[src/rtl/wb_pkg.sv]
// rtl/wb_pkg.sv - shared widths, request record and round-robin pointer helper for the write-back mux
package wb_pkg;

  localparam int DATA_W  = 64;
  localparam int REG_AW  = 5;
  localparam int XZR_IDX = 31;
  localparam int IDX_W   = 3;  // wide enough for up to 8 sources

  typedef struct packed {
    logic [REG_AW-1:0] rd;
    logic [DATA_W-1:0] data;
  } wb_req_t;

  function automatic logic [IDX_W-1:0] rr_next(input logic [IDX_W-1:0] ptr,
                                               input logic [IDX_W-1:0] winner,
                                               input logic             adv,
                                               input int               num_req);
    if (!adv) return ptr;
    if (int'(winner) == num_req - 1) return '0;
    return winner + 1'b1;
  endfunction

endpackage

[src/rtl/rr_arbiter.sv]
// rtl/rr_arbiter.sv - round-robin request arbiter; WB_FIXED_PRIO_EN selects fixed lowest-index priority
module rr_arbiter
  import wb_pkg::*;
#(
  parameter int NUM_REQ = 3
) (
  input  logic               clk,
  input  logic               rst_n,
  input  logic [NUM_REQ-1:0] req,
  input  logic               advance,
  output logic [NUM_REQ-1:0] grant,
  output logic [IDX_W-1:0]   winner
);

`ifdef WB_FIXED_PRIO_EN

  // Scan from the top so the lowest valid index is the last one written.
  always_comb begin
    grant  = '0;
    winner = '0;
    for (int j = NUM_REQ - 1; j >= 0; j--) begin
      if (req[j]) begin
        grant    = '0;
        grant[j] = 1'b1;
        winner   = IDX_W'(j);
      end
    end
  end

`else

  logic [IDX_W-1:0] rr_ptr_q;
  logic             found;

  // First pass covers indices at or above the pointer, second pass the wrapped remainder.
  always_comb begin
    grant  = '0;
    winner = '0;
    found  = 1'b0;
    for (int j = 0; j < NUM_REQ; j++) begin
      if (!found && req[j] && (j >= int'(rr_ptr_q))) begin
        found    = 1'b1;
        grant[j] = 1'b1;
        winner   = IDX_W'(j);
      end
    end
    for (int j = 0; j < NUM_REQ; j++) begin
      if (!found && req[j]) begin
        found    = 1'b1;
        grant[j] = 1'b1;
        winner   = IDX_W'(j);
      end
    end
  end

  always_ff @(posedge clk or negedge rst_n) begin
    if (!rst_n) begin
      rr_ptr_q <= '0;
    end else begin
      rr_ptr_q <= rr_next(rr_ptr_q, winner, advance, NUM_REQ);
    end
  end

`endif

endmodule

[src/rtl/wb_arbiter_mux.sv]
// rtl/wb_arbiter_mux.sv - NUM_SRC-way write-back arbiter feeding one registered register-file port
// Optional fixed-priority arbitration via WB_FIXED_PRIO_EN.
module wb_arbiter_mux #(
  parameter int DATA_W  = wb_pkg::DATA_W,
  parameter int NUM_SRC = 3,
  parameter int REG_AW  = wb_pkg::REG_AW,
  parameter int XZR_IDX = wb_pkg::XZR_IDX
) (
  input  logic                      clk,
  input  logic                      rst_n,
  input  logic [NUM_SRC-1:0]        src_valid,
  output logic [NUM_SRC-1:0]        src_ready,
  input  logic [NUM_SRC*DATA_W-1:0] src_data,
  input  logic [NUM_SRC*REG_AW-1:0] src_rd,
  input  logic                      wb_stall,
  output logic                      rf_we,
  output logic [REG_AW-1:0]         rf_waddr,
  output logic [DATA_W-1:0]         rf_wdata,
  output logic                      busy
);

  logic [NUM_SRC-1:0]        grant;
  logic [wb_pkg::IDX_W-1:0]  winner;
  logic                      accept;
  logic [REG_AW-1:0]         sel_rd;
  logic [DATA_W-1:0]         sel_data;

  logic                      rf_we_d, rf_we_q;
  logic [REG_AW-1:0]         rf_waddr_d, rf_waddr_q;
  logic [DATA_W-1:0]         rf_wdata_d, rf_wdata_q;

  rr_arbiter #(.NUM_REQ(NUM_SRC)) u_arb (
    .clk     (clk),
    .rst_n   (rst_n),
    .req     (src_valid),
    .advance (accept),
    .grant   (grant),
    .winner  (winner)
  );

  // Grants are masked during reset too, so no source sees a handshake while rst_n is low.
  assign src_ready = grant & {NUM_SRC{rst_n & ~wb_stall}};
  assign accept    = |src_ready;

  always_comb begin
    sel_rd   = '0;
    sel_data = '0;
    for (int i = 0; i < NUM_SRC; i++) begin
      if (winner == wb_pkg::IDX_W'(i)) begin
        sel_rd   = src_rd[i*REG_AW +: REG_AW];
        sel_data = src_data[i*DATA_W +: DATA_W];
      end
    end
  end

  always_comb begin
    rf_we_d    = rf_we_q;
    rf_waddr_d = rf_waddr_q;
    rf_wdata_d = rf_wdata_q;
    if (!wb_stall) begin
      if (accept) begin
        rf_waddr_d = sel_rd;
        rf_wdata_d = sel_data;
        rf_we_d    = (sel_rd != REG_AW'(XZR_IDX));
      end else begin
        rf_we_d    = 1'b0;
      end
    end
  end

  always_ff @(posedge clk or negedge rst_n) begin
    if (!rst_n) begin
      rf_we_q    <= 1'b0;
      rf_waddr_q <= '0;
      rf_wdata_q <= '0;
    end else begin
      rf_we_q    <= rf_we_d;
      rf_waddr_q <= rf_waddr_d;
      rf_wdata_q <= rf_wdata_d;
    end
  end

  assign rf_we    = rf_we_q;
  assign rf_waddr = rf_waddr_q;
  assign rf_wdata = rf_wdata_q;
  assign busy     = (|src_valid) | rf_we_q;

endmodule

[config.mk]
export PLATFORM = sky130hd
export DESIGN_NAME = wb_arbiter_mux
export DESIGN_NICKNAME = d
export VERILOG_FILES = /design/src/rtl/wb_pkg.sv /design/src/rtl/rr_arbiter.sv /design/src/rtl/wb_arbiter_mux.sv
export SDC_FILE = /design/constraint.sdc
export NUM_CORES = 1
export LEC_CHECK = 0
export CAP_MARGIN = 10
export CORE_AREA = 2 2 112 114
export DETAILED_ROUTE_END_ITERATION = 6
export DIE_AREA = 0 0 114 116
export PLACE_DENSITY = 0.81
export SLEW_MARGIN = 15
export SYNTH_ARGS = -nofsm -noshare
export SYNTH_HDL_FRONTEND = slang
export SYNTH_SLANG_ARGS = --single-unit
[constraint.sdc]
create_clock -name clk -period 1.8 [get_ports clk]
set_input_delay 0.27 -clock clk [delete_from_list [all_inputs] [get_ports clk]]
set_output_delay 0.27 -clock clk [all_outputs]
set_load 0.01 [all_outputs]
# [Word level (Yosys, flattened, before mapping)]
# Cells that the tools add are included.
[totals] word_cells=61 latch_bits=0 memories=0 input_bits=213 register_bits=73 mem_bits_rw=0 rom_bits=0 output_inout_bits=74
[classes] order_cmp=3 bitwise_logic=4 n_shift=0 muxes=28 add_sub_neg=1 n_reduce_logical=17 n_eq_ne=4 multipliers=0 div=0
[ops] operator="64-bit 2-to-1 mux" count=3
[ops] operator="3-bit 2-to-1 mux" count=8
[ops] operator="5-bit 2-to-1 mux" count=3
[ops] operator="1-bit 2-to-1 mux" count=14
[ops] operator="1-bit logical AND" count=8
[ops] operator="1-bit by 3-bit greater-or-equal comparator with 1-bit output, first input constant" count=2
[ops] operator="3-bit OR reduction" count=2
[ops] operator="1-bit logical NOT" count=5
[ops] operator="5-bit != test, second input constant" count=1
[ops] operator="3-bit by 1-bit adder with 3-bit output, second input constant" count=1
[ops] operator="3-bit AND" count=1
[ops] operator="3-bit by 1-bit equality test with 1-bit output, second input constant" count=1
[ops] operator="3-bit by 2-bit equality test with 1-bit output, second input constant" count=1
[ops] operator="3-bit equality test, second input constant" count=1
[ops] operator="2-bit by 3-bit greater-or-equal comparator with 1-bit output, first input constant" count=1
[ops] operator="3-bit logical NOT" count=1
[ops] operator="2-bit AND reduction" count=1
[ops] operator="1-bit AND" count=1
[ops] operator="1-bit inverter" count=1
[ops] operator="1-bit OR" count=1

# [Longest topological paths before layout]
# Gate-level depths: netlist (run 1).
[logic_depth] ltp_word=26 mapped_depth=8 depth_no_buf=5

# [By module]
# A second synthesis (run 1) with hierarchy kept.
[unflattened] hier_cells=427 area_unflattened_um2=4250.3
[modules_own_cells] mod="wb_arbiter_mux" cells_per_inst=399 n_inst=1 area_per_inst_um2=4013.8 seq_area_each_um2=1751.7
[modules_own_cells] mod="rr_arbiter" cells_per_inst=28 n_inst=1 area_per_inst_um2=236.5 seq_area_each_um2=75.1

# [Worst setup path after synthesis (run 1)]
# OpenSTA, ideal clock, no wires.
[synth_path] path_type="register -> register" start="register u_arb.rr_ptr_q[0]" end="register rf_waddr_q[3], in the netlist rf_waddr[3]" n_path_buf=2 path_slack_ps=107 t_arrival_ps=1568 synth_period_minus_slack_ps=1693 setup_ps=125 stages_incl_launch_ff=8 required_ps=1675 cell_sequence="dfrtp_1 -> nor4b_2 -> o31a_1 -> buf_4 -> buf_4 -> nor3_2 -> nor2_1 -> mux2_2"
[synth_between] elab_chain_len=24 elab_cells_between_ends=40 classes_between="3 x order compare; 2 x eq/ne; 18 x mux; 1 x bitwise; 16 x reduce/logical"
[synth_rtl] item="from (decl)" line="rr_arbiter.sv:32" rtl="logic [IDX_W-1:0] rr_ptr_q;"
[synth_rtl] item="from (signal assigned)" line="rr_arbiter.sv:60" rtl="rr_ptr_q <= rr_next(rr_ptr_q, winner, advance, NUM_REQ);"
[synth_rtl] item="1-bit by 3-bit greater-or-equal comparator with 1-bit output" line="rr_arbiter.sv:41" rtl="if (!found && req[j] && (j >= int'(rr_ptr_q))) begin"
[synth_rtl] item="1-bit logical AND" line="rr_arbiter.sv:41"
[synth_rtl] item="1-bit 2-to-1 mux" line="rr_arbiter.sv:41"
[synth_rtl] item="1-bit logical NOT" line="rr_arbiter.sv:41"
[synth_rtl] item="1-bit logical AND (2 in a row)" line="rr_arbiter.sv:41"
[synth_rtl] item="1-bit 2-to-1 mux" line="rr_arbiter.sv:41"
[synth_rtl] item="1-bit logical NOT" line="rr_arbiter.sv:41"
[synth_rtl] item="1-bit logical AND (2 in a row)" line="rr_arbiter.sv:41"
[synth_rtl] item="[... 4 more ...]"
[synth_rtl] item="1-bit logical NOT" line="rr_arbiter.sv:48" rtl="if (!found && req[j]) begin"
[synth_rtl] item="1-bit logical AND" line="rr_arbiter.sv:48"
[synth_rtl] item="1-bit 2-to-1 mux" line="rr_arbiter.sv:48"
[synth_rtl] item="1-bit logical NOT" line="rr_arbiter.sv:48"
[synth_rtl] item="1-bit logical AND" line="rr_arbiter.sv:48"
[synth_rtl] item="3-bit 2-to-1 mux" line="rr_arbiter.sv:48"
[synth_rtl] item="3-bit logical NOT" line="wb_arbiter_mux.sv:49" rtl="if (winner == wb_pkg::IDX_W'(i)) begin"
[synth_rtl] item="5-bit 2-to-1 mux (3 in a row)" line="wb_arbiter_mux.sv:49"
[synth_rtl] item="to (signal assigned)" line="wb_arbiter_mux.sv:78" rtl="rf_waddr_q <= rf_waddr_d;"
[synth_rtl] item="to (decl)" line="wb_arbiter_mux.sv:29" rtl="logic [REG_AW-1:0] rf_waddr_d, rf_waddr_q;"
# Several ways; a longest one is shown, not always the timed one.
# A chain may end at the register's enable or synchronous reset.

# [Worst setup path in the final report (run 1)]
[layout_path] start="register u_arb.rr_ptr_q[1]" end="output port src_ready[2]"
[layout_between] elab_chain_len=21 elab_cells_between_ends=24 classes_between="3 x order compare; 7 x mux; 1 x bitwise; 13 x reduce/logical"
[layout_rtl] item="1-bit by 3-bit greater-or-equal comparator with 1-bit output" line="rr_arbiter.sv:41"
[layout_rtl] item="1-bit logical AND" line="rr_arbiter.sv:41"
[layout_rtl] item="1-bit 2-to-1 mux" line="rr_arbiter.sv:41"
[layout_rtl] item="1-bit logical NOT" line="rr_arbiter.sv:41"
[layout_rtl] item="1-bit logical AND (2 in a row)" line="rr_arbiter.sv:41"
[layout_rtl] item="1-bit 2-to-1 mux" line="rr_arbiter.sv:41"
[layout_rtl] item="1-bit logical NOT" line="rr_arbiter.sv:41"
[layout_rtl] item="1-bit logical AND (2 in a row)" line="rr_arbiter.sv:41"
[layout_rtl] item="[... 3 more ...]"
[layout_rtl] item="1-bit 2-to-1 mux" line="rr_arbiter.sv:48"
[layout_rtl] item="1-bit logical NOT" line="rr_arbiter.sv:48"
[layout_rtl] item="1-bit logical AND" line="rr_arbiter.sv:48"
[layout_rtl] item="1-bit 2-to-1 mux" line="rr_arbiter.sv:48"
[layout_rtl] item="1-bit logical NOT" line="rr_arbiter.sv:48"
[layout_rtl] item="1-bit logical AND" line="rr_arbiter.sv:48"
[layout_rtl] item="1-bit 2-to-1 mux *" line="rr_arbiter.sv:48"
[layout_rtl] item="3-bit AND *" line="wb_arbiter_mux.sv:42" rtl="assign src_ready = grant & {NUM_SRC{rst_n & ~wb_stall}};"
[layout_rtl] item="to (decl)" line="wb_arbiter_mux.sv:12" rtl="output logic [NUM_SRC-1:0] src_ready,"
# Every way passes the cells marked *; elsewhere a longest branch is shown, timed or not.

==> results.cfg, run 1 <==
[sta]
timing.fmax_mhz = 516.8
setup_slack_ns = -0.1351
fin_crit_sh = 1.075
rsz0062_at_grt = yes
finalSetupViolCount = 58
maxSlewHeadroom = 0.3593
finalHoldViolCount = 0
finalClockSkew_ns = 0.004765
min_period_ns = 1.935
worstMarginPinSlew_ns = 0.9610
drv_slew = 0

[synth]
synthesis.nets = 634
yosysWarnings = 0
yosysUniqueCellTypes = 36
synth_ff_type = dfrtp_1
synthAdderAreaFrac = 0
synthArstFlopShare = 1.000
synth_mux_area_frac = 0.01391
synth_compound_area_frac = 0.2732
synth.avg_cell_area_um2 = 8.975
synthSimpleGateAreaFrac = 0.1762
yosys_register_bits = 73
synth_top_family_by_area = compound AO/OA/AOI/OAI gates
syn_inst = 421
synth_xor_area_frac = 0
ys_seq_area_frac = 0.4834
netlist_area_um2 = 3779
synth_edf_count = 0

[die]
die_h_um = 116
io_pins = 287
start_util = 0.3172
fp-row-count = 40
coreArea_um2 = 11910
die_area_um2 = 13220
die_w_um = 114

[placed_design]
place_inst = 849
io_buffers = 286
hpwlAfterDp_mm = 11.21
dpl_cell_area_um2 = 6974
gp_congestion = 0.9026

[global_routing]
grt-ovfl-total = 0
grt.total_usage = 0.2201
grt_antenna_before_repair = 0
grt_pass1_vias = 4609
grt_pass1_wl_mm = 22.72
grt_max_degree = 74

[drt]
drtPass1Iterations = 5
vias_per_cell = 5.395
postRouteAntennaNets = 0
post-route-drc-count = 0
num_vias = 4796
drtIter0Drc = 283
wl_per_cell_um = 19.53
wl_mm = 17.36

[setup_path]
critical_path_required_ns = 1.53
critPathLaunchType = flop
slowest_delay_ns = 0.41
worst_path_max_delay_cell = dfrtp_1
reg2reg_depth = 8
crit_type = reg2out
cp-startpoint = u_arb.rr_ptr_q[1]
r2r-start = u_arb.rr_ptr_q[2]
r2r_end = rf_we
path_cells = buf_6, nor4b_4, buf_4, o31ai_4, nor2_2, buf_2
r2r_slack_ns = -0.09
critPathCaptureType = output port
worst-path-max-fanout = 2
cp.arrival_ns = 1.67

[power]
p_clk_frac = 0.203
leakage_nw = 3.203
powerDensity_nw_per_um2 = 958.0
p_seq_frac = 0.289
switching_power_w = 0.002619
power.internal_w = 0.005212
pwr-share-comb = 0.508
peakVddDrop_v = 0.0004214
p_sw_frac = 0.3345

[clocking]
worstSkewPairLatency_ns = 0.32
cts.sinks = 73
clk_root_buffer_cell = clkbuf_16
clockBufferDepth = 2
cts_buffers = 9
cts.clk_slew.worst_paths_ns = 0.06
cts_tree = built
htree_levels = 3

[cells_and_area]
fin_util = 0.6862
diodes = 0
final_layout_size_suffix_gt1_frac = 0.2412
area_growth_pct = 116.3
fin_cells = 889
final_nets = 950
stdcell_area_um2 = 8174

[status]
violations = setup timing
status = complete, but fails checks

[job]
drv_cap = 0

[worst_hold_path]
hold_path_class = in2async
-- placed cells by master, fill, tap and decap left out, types with 3 or more instances in the layout --
cell type,n
clkbuf_16,17
dfrtp_1,72
nor2_1,68
buf_4,25
a31oi_1,45
a31oi_2,3
nand2_2,17
a22oi_2,46
clkinv_2,4
buf_12,13
a31oi_4,3
a22oi_1,3
o22ai_1,15
clkdlybuf4s50_1,280
nand2_1,39
o31ai_1,13
mux2i_1,3
nand2b_1,3
a211oi_1,3
nand2_4,9
nor2_2,5
clkbuf_1,3
buf_8,3
a21o_1,4
buf_6,8
-- critical path: cells and delay by family (launching register included) --
family                 cells  cell delay [ns]
AO/OA/AOI/OAI              1             0.07
buffers and inverters      3             0.46
flip-flops                 1             0.41
AND/OR/NAND/NOR            2             0.40
-- layout make-up --
class	count	area [um^2]
tap	147	183.9
timing repair buffer	342	3625
clock buffer	12	236.5
sequential	73	1828
multi-input combinational	310	2277
fill	886	3737
clock inverter	4	20.02
inverter	1	3.754
-- per-stage QoR --
stage	power, W	setup TNS [ns]	hold slack [ns]	worst slack (ns)
after global routing	0.008237	-8.509	0.2935	-0.2137
after detailed placement	0.005338	-32.57	0.4651	-0.5421
after CTS	0.007235	-2.616	0.2480	-0.1095
after floorplan	0.003556	0	-0.02559	0.1074
final	0.007831	-2.026	0.1818	-0.1351
after global placement	0.005233	-26.73	0.4616	-0.4719
-- timing repair --
| item | in CTS | in global routing |
|---|---|---|
| hold endpoints to repair | 0 | 0 |
| gates resized for setup | 36 | 115 |
| setup endpoints to repair | 73 | 72 |
| hold buffers | 0 | 0 |
| cloned | 3 | 10 |
| pin swaps | 14 | 80 |
| buffers inserted | 8 | 6 |
-- per-layer routing --
metal  vias to the layer above  share of wire  GRT usage  wire, um
li1                       2184              -          -         -
met1                      2337           0.37     0.2464      6471
met2                       242           0.52     0.4079      9090
met3                        33          0.079    0.05753      1368
met4                         0          0.025    0.07154       428
met5                         -              0          0         0
-- sequential cells by signal, indices dropped and copies added, names as in the netlist --
name / count
rf_we: 1
rf_wdata: 64
rf_waddr: 5
u_arb.rr_ptr_q: 3
-- kinds of logic (layout without fill, tap and decap cells) --
group,after synthesis,after routing
AOI/OAI and AO/OA,148,148
muxes,5,5
and+or+nand+nor,157,157
DFF,73,73
buffers and inverters,38,359
-- cell usage after synthesis (2+ instances only) --
master,count,area [um^2]
a31oi_1,51,319.1
a21oi_1,4,20.02
nand2_1,66,247.7
mux2i_1,3,30.03
o22ai_1,16,100.1
clkbuf_1,13,48.80
buf_6,3,33.78
a21o_1,4,30.03
buf_4,4,30.03
o31ai_1,15,112.6
buf_2,17,85.08
nand4_1,2,12.51
nor2_1,74,277.8
nor3_1,2,10.01
a211oi_1,3,22.52
a22oi_1,49,367.9
dfrtp_1,73,1827
mux2_2,2,22.52
nand2b_1,3,18.77
-- how the worst max path moves through the flow --
stage                         endpoint  slack [ns]  depth (start not counted)
after floorplan            rf_waddr[3]        0.11                          7
after global placement    src_ready[0]       -0.47                          6
after detailed placement  src_ready[0]       -0.54                          6
after CTS                  rf_wdata[2]       -0.11                          8
after global routing      src_ready[2]       -0.21                          6
final                     src_ready[2]       -0.14                          6
-- power by group through the flow --
| stage | logic [W] | clock network (W) | registers [W] |
|---|---|---|---|
| global route | 0.00422 | 0.00170 | 0.00232 |
| finish | 0.00398 | 0.00159 | 0.00227 |
| global placement | 0.00297 | 0 | 0.00226 |
| detailed placement | 0.00305 | 0 | 0.00229 |
| CTS | 0.00335 | 0.00162 | 0.00226 |
| floorplan | 0.00109 | 0 | 0.00246 |
Note: power is estimated with default switching activity, not from simulation.
==> run 2, diff against run 1 <==
- CORE_AREA: 2 2 112 114 -> not set
- CORE_UTILIZATION: not set -> 36
- DIE_AREA: 0 0 114 116 -> not set
- PLACE_DENSITY: 0.81 -> 0.86
- SYNTH_HIERARCHICAL: not set -> 1
==> results.cfg, run 2 <==
[sta]
hold_ws_ns = 0.01676
finalClockSkew_ns = 0.009043
setup_slack_ns = -0.3750
finalHoldViolCount = 0
timing.fmax_mhz = 459.8
fin_crit_sh = 1.208
finalSetupViolCount = 76
drv_slew = 0
min_period_ns = 2.175
rsz0062_at_grt = yes

[clocking]
cts.sinks = 73
worstSkewPairLatency_ns = 0.32
cts_buffers = 9
clk_root_buffer_cell = clkbuf_16
cts.clk_slew.worst_paths_ns = 0.06
htree_levels = 3
cts_tree = built
clockBufferDepth = 2

[synth]
netlist_area_um2 = 4250
synth_area_leader_cell = dfrtp_1
synth_edf_count = 0
yosysWarnings = 6
synth_ff_type = dfrtp_1
ys_seq_area_frac = 0.4298
synth_commonest_cells = dfrtp_1, nand2_1, mux2i_1, o21ai_0, a22o_1
synthArstFlopShare = 1.000
yosysUniqueCellTypes = 37
yosys_register_bits = 73
synth.avg_cell_area_um2 = 9.954
synthesis.nets = 640
synth.most_common_cell = dfrtp_1
synth_top_area_frac = 0.4298
ys_top_cells_by_area = dfrtp_1, mux2i_1, a22o_1, o21ai_0, nand2_1
syn_inst = 427

[global_routing]
grt.total_usage = 0.2587
use_met1 = 0.2871
grt_max_degree = 39
use_met3 = 0.05631
grt_antenna_before_repair = 0
grt-ovfl-total = 0
grt_pass1_wl_mm = 25.29
grt-busiest-layer = met2
grt_pass1_vias = 5008
gr-usage-met2 = 0.4774

[drt]
num_vias = 4864
post-route-drc-count = 0
vias_per_cell = 5.435
drtPass1Iterations = 4
wl_per_cell_um = 20.04
postRouteAntennaNets = 0
wl_mm = 17.93
drtIter0Drc = 268

[setup_path]
cp.arrival_ns = 2.37
crit_top_cell = buf_12
r2r-start = u_arb/rr_ptr_q[1]
critical_path_required_ns = 2.00
reg2reg_depth = 10
critPathLaunchType = flop
cp-startpoint = u_arb/rr_ptr_q[1]
worst-path-max-fanout = 9
critPathCaptureType = flop
path_cells = buf_4, o21ai_2, and3_4, buf_12, nor2b_4, buf_12, clkbuf_16, nand2_1, o21ai_0, a22o_1
r2r_end = rf_wdata[8]
crit_end = rf_wdata[8]
crit_type = reg2reg
worst_path_max_delay_cell = dfrtp_2
slowest_delay_ns = 0.45
r2r_slack_ns = -0.38

[die]
io_pins = 287
start_util = 0.3706
die_area_um2 = 12240
die_w_um = 110.7
fp-row-count = 39
coreArea_um2 = 11470
die_h_um = 110.7

[placed_design]
io_buffers = 286
gp_congestion = 0.8926
hpwlAfterDp_mm = 11.87
pre_cts_slack_ns = -0.6841

[worst_hold_path]
hold_path_class = in2async

[cells_and_area]
layout_common_cells = clkdlybuf4s50_1, dfrtp_1, mux2i_1
layout_commonest_cell = clkdlybuf4s50_1
final_nets = 960
area_growth_pct = 98.85
final_layout_size_suffix_gt1_frac = 0.1875
diodes = 0
fin_util = 0.7370
largest_reg_flops = 64

[status]
violations = setup timing
status = complete, but fails checks

[power]
peakVddDrop_v = 0.0007025
powerDensity_nw_per_um2 = 1262
leakage_nw = 3.498

[job]
drv_cap = 0
[run 2: cell count changes in the layout (fill, tap and decap cells not counted), moves of 15 or more]
cell | before | now
a22o_1 | 0 | 64
nand2_1 | 39 | 58
o21ai_1 | 1 | 40
o21ai_2 | 0 | 16
o22ai_1 | 15 | 0
mux2i_1 | 3 | 65
nor2_1 | 68 | 3
a22oi_2 | 46 | 0
a31oi_1 | 45 | 0
[run 2: cell type report]
cell class,instances,area (um^2)
Timing Repair Buffer,348,3720
Fill cell,792,3015
Multi-Input combinational cell,311,2389
Sequential cell,73,1829
Clock buffer,11,232.7
Tap cell,143,178.9
Clock inverter,5,80.08
Inverter,4,22.52
[run 2: logic make-up (layout without fill, tap and decap cells)]
| family | Yosys count | after routing | share of synthesized area |
|---|---|---|---|
| AND/OR/NAND/NOR | 92 | 92 | 0.09626 |
| buffers and inverters | 43 | 368 | 0.06241 |
| XOR/XNOR | 1 | 1 | 0.002061 |
| multiplexers | 69 | 69 | 0.1631 |
| other | 1 | 1 | 0.0008823 |
| flip-flops | 73 | 73 | 0.4298 |
| AO/OA/AOI/OAI | 148 | 148 | 0.2455 |
[run 2: metrics by stage]
step / total power, W / cell area, um^2 / std cells / setup TNS [ns]
6_report: 0.01066 / 8452 / 895 / -19.03
5_1_grt: 0.01116 / 8452 / 895 / -23.12
4_1_cts: 0.01002 / 8036 / 880 / -16.90
3_5_place_dp: 0.007711 / 7450 / 850 / -44.73
3_3_place_gp: 0.007544 / 7450 / 850 / -37.87
2_1_floorplan: 0.005095 / 4290 / 427 / -4.979
[run 2: worst max-delay path: cells and delay by family, from the launching register on]
family	cells	cell delay, ns
DFF	1	0.45
buffers and inverters	4	0.63
and+or+nand+nor	3	0.42
AOI/OAI and AO/OA	3	0.53
[run 2: per-layer routing]
layer  routed length, um  share of wire
met3                1146          0.064
met1                6910           0.39
met4                 536          0.030
met2                9341           0.52
met5                   0              0
[run 2: worst min-delay path by stage]
stage	from	endpoint	slack [ns]	cells after the start
5_1_grt	rst_n	rf_wdata[59]	0.05	2
3_5_place_dp	rst_n	rf_wdata[58]	0.38	2
2_1_floorplan	rst_n	rf_waddr[0]	-0.03	0
4_1_cts	rst_n	rf_wdata[55]	0.04	2
6_report	rst_n	rf_wdata[55]	0.02	2
3_3_place_gp	rst_n	rf_wdata[58]	0.36	2
[run 2: report_power, final]
| part | switching, W | internal [W] | leakage [nW] |
|---|---|---|---|
| clock | 0.000646 | 0.00121 | 0.146 |
| combinational | 0.00252 | 0.00349 | 2.39 |
| sequential | 0.000477 | 0.00232 | 0.959 |
[run 2: what timing repair did]
| action | in CTS | in global routing |
|---|---|---|
| resized for setup | 57 | 55 |
| hold buffers | 0 | 0 |
| endpoints found under the hold margin | 0 | 0 |
| pin swaps | 9 | 8 |
| cloned | 1 | 12 |
| buffers inserted | 13 | 3 |
| endpoints found under the setup margin | 77 | 76 |
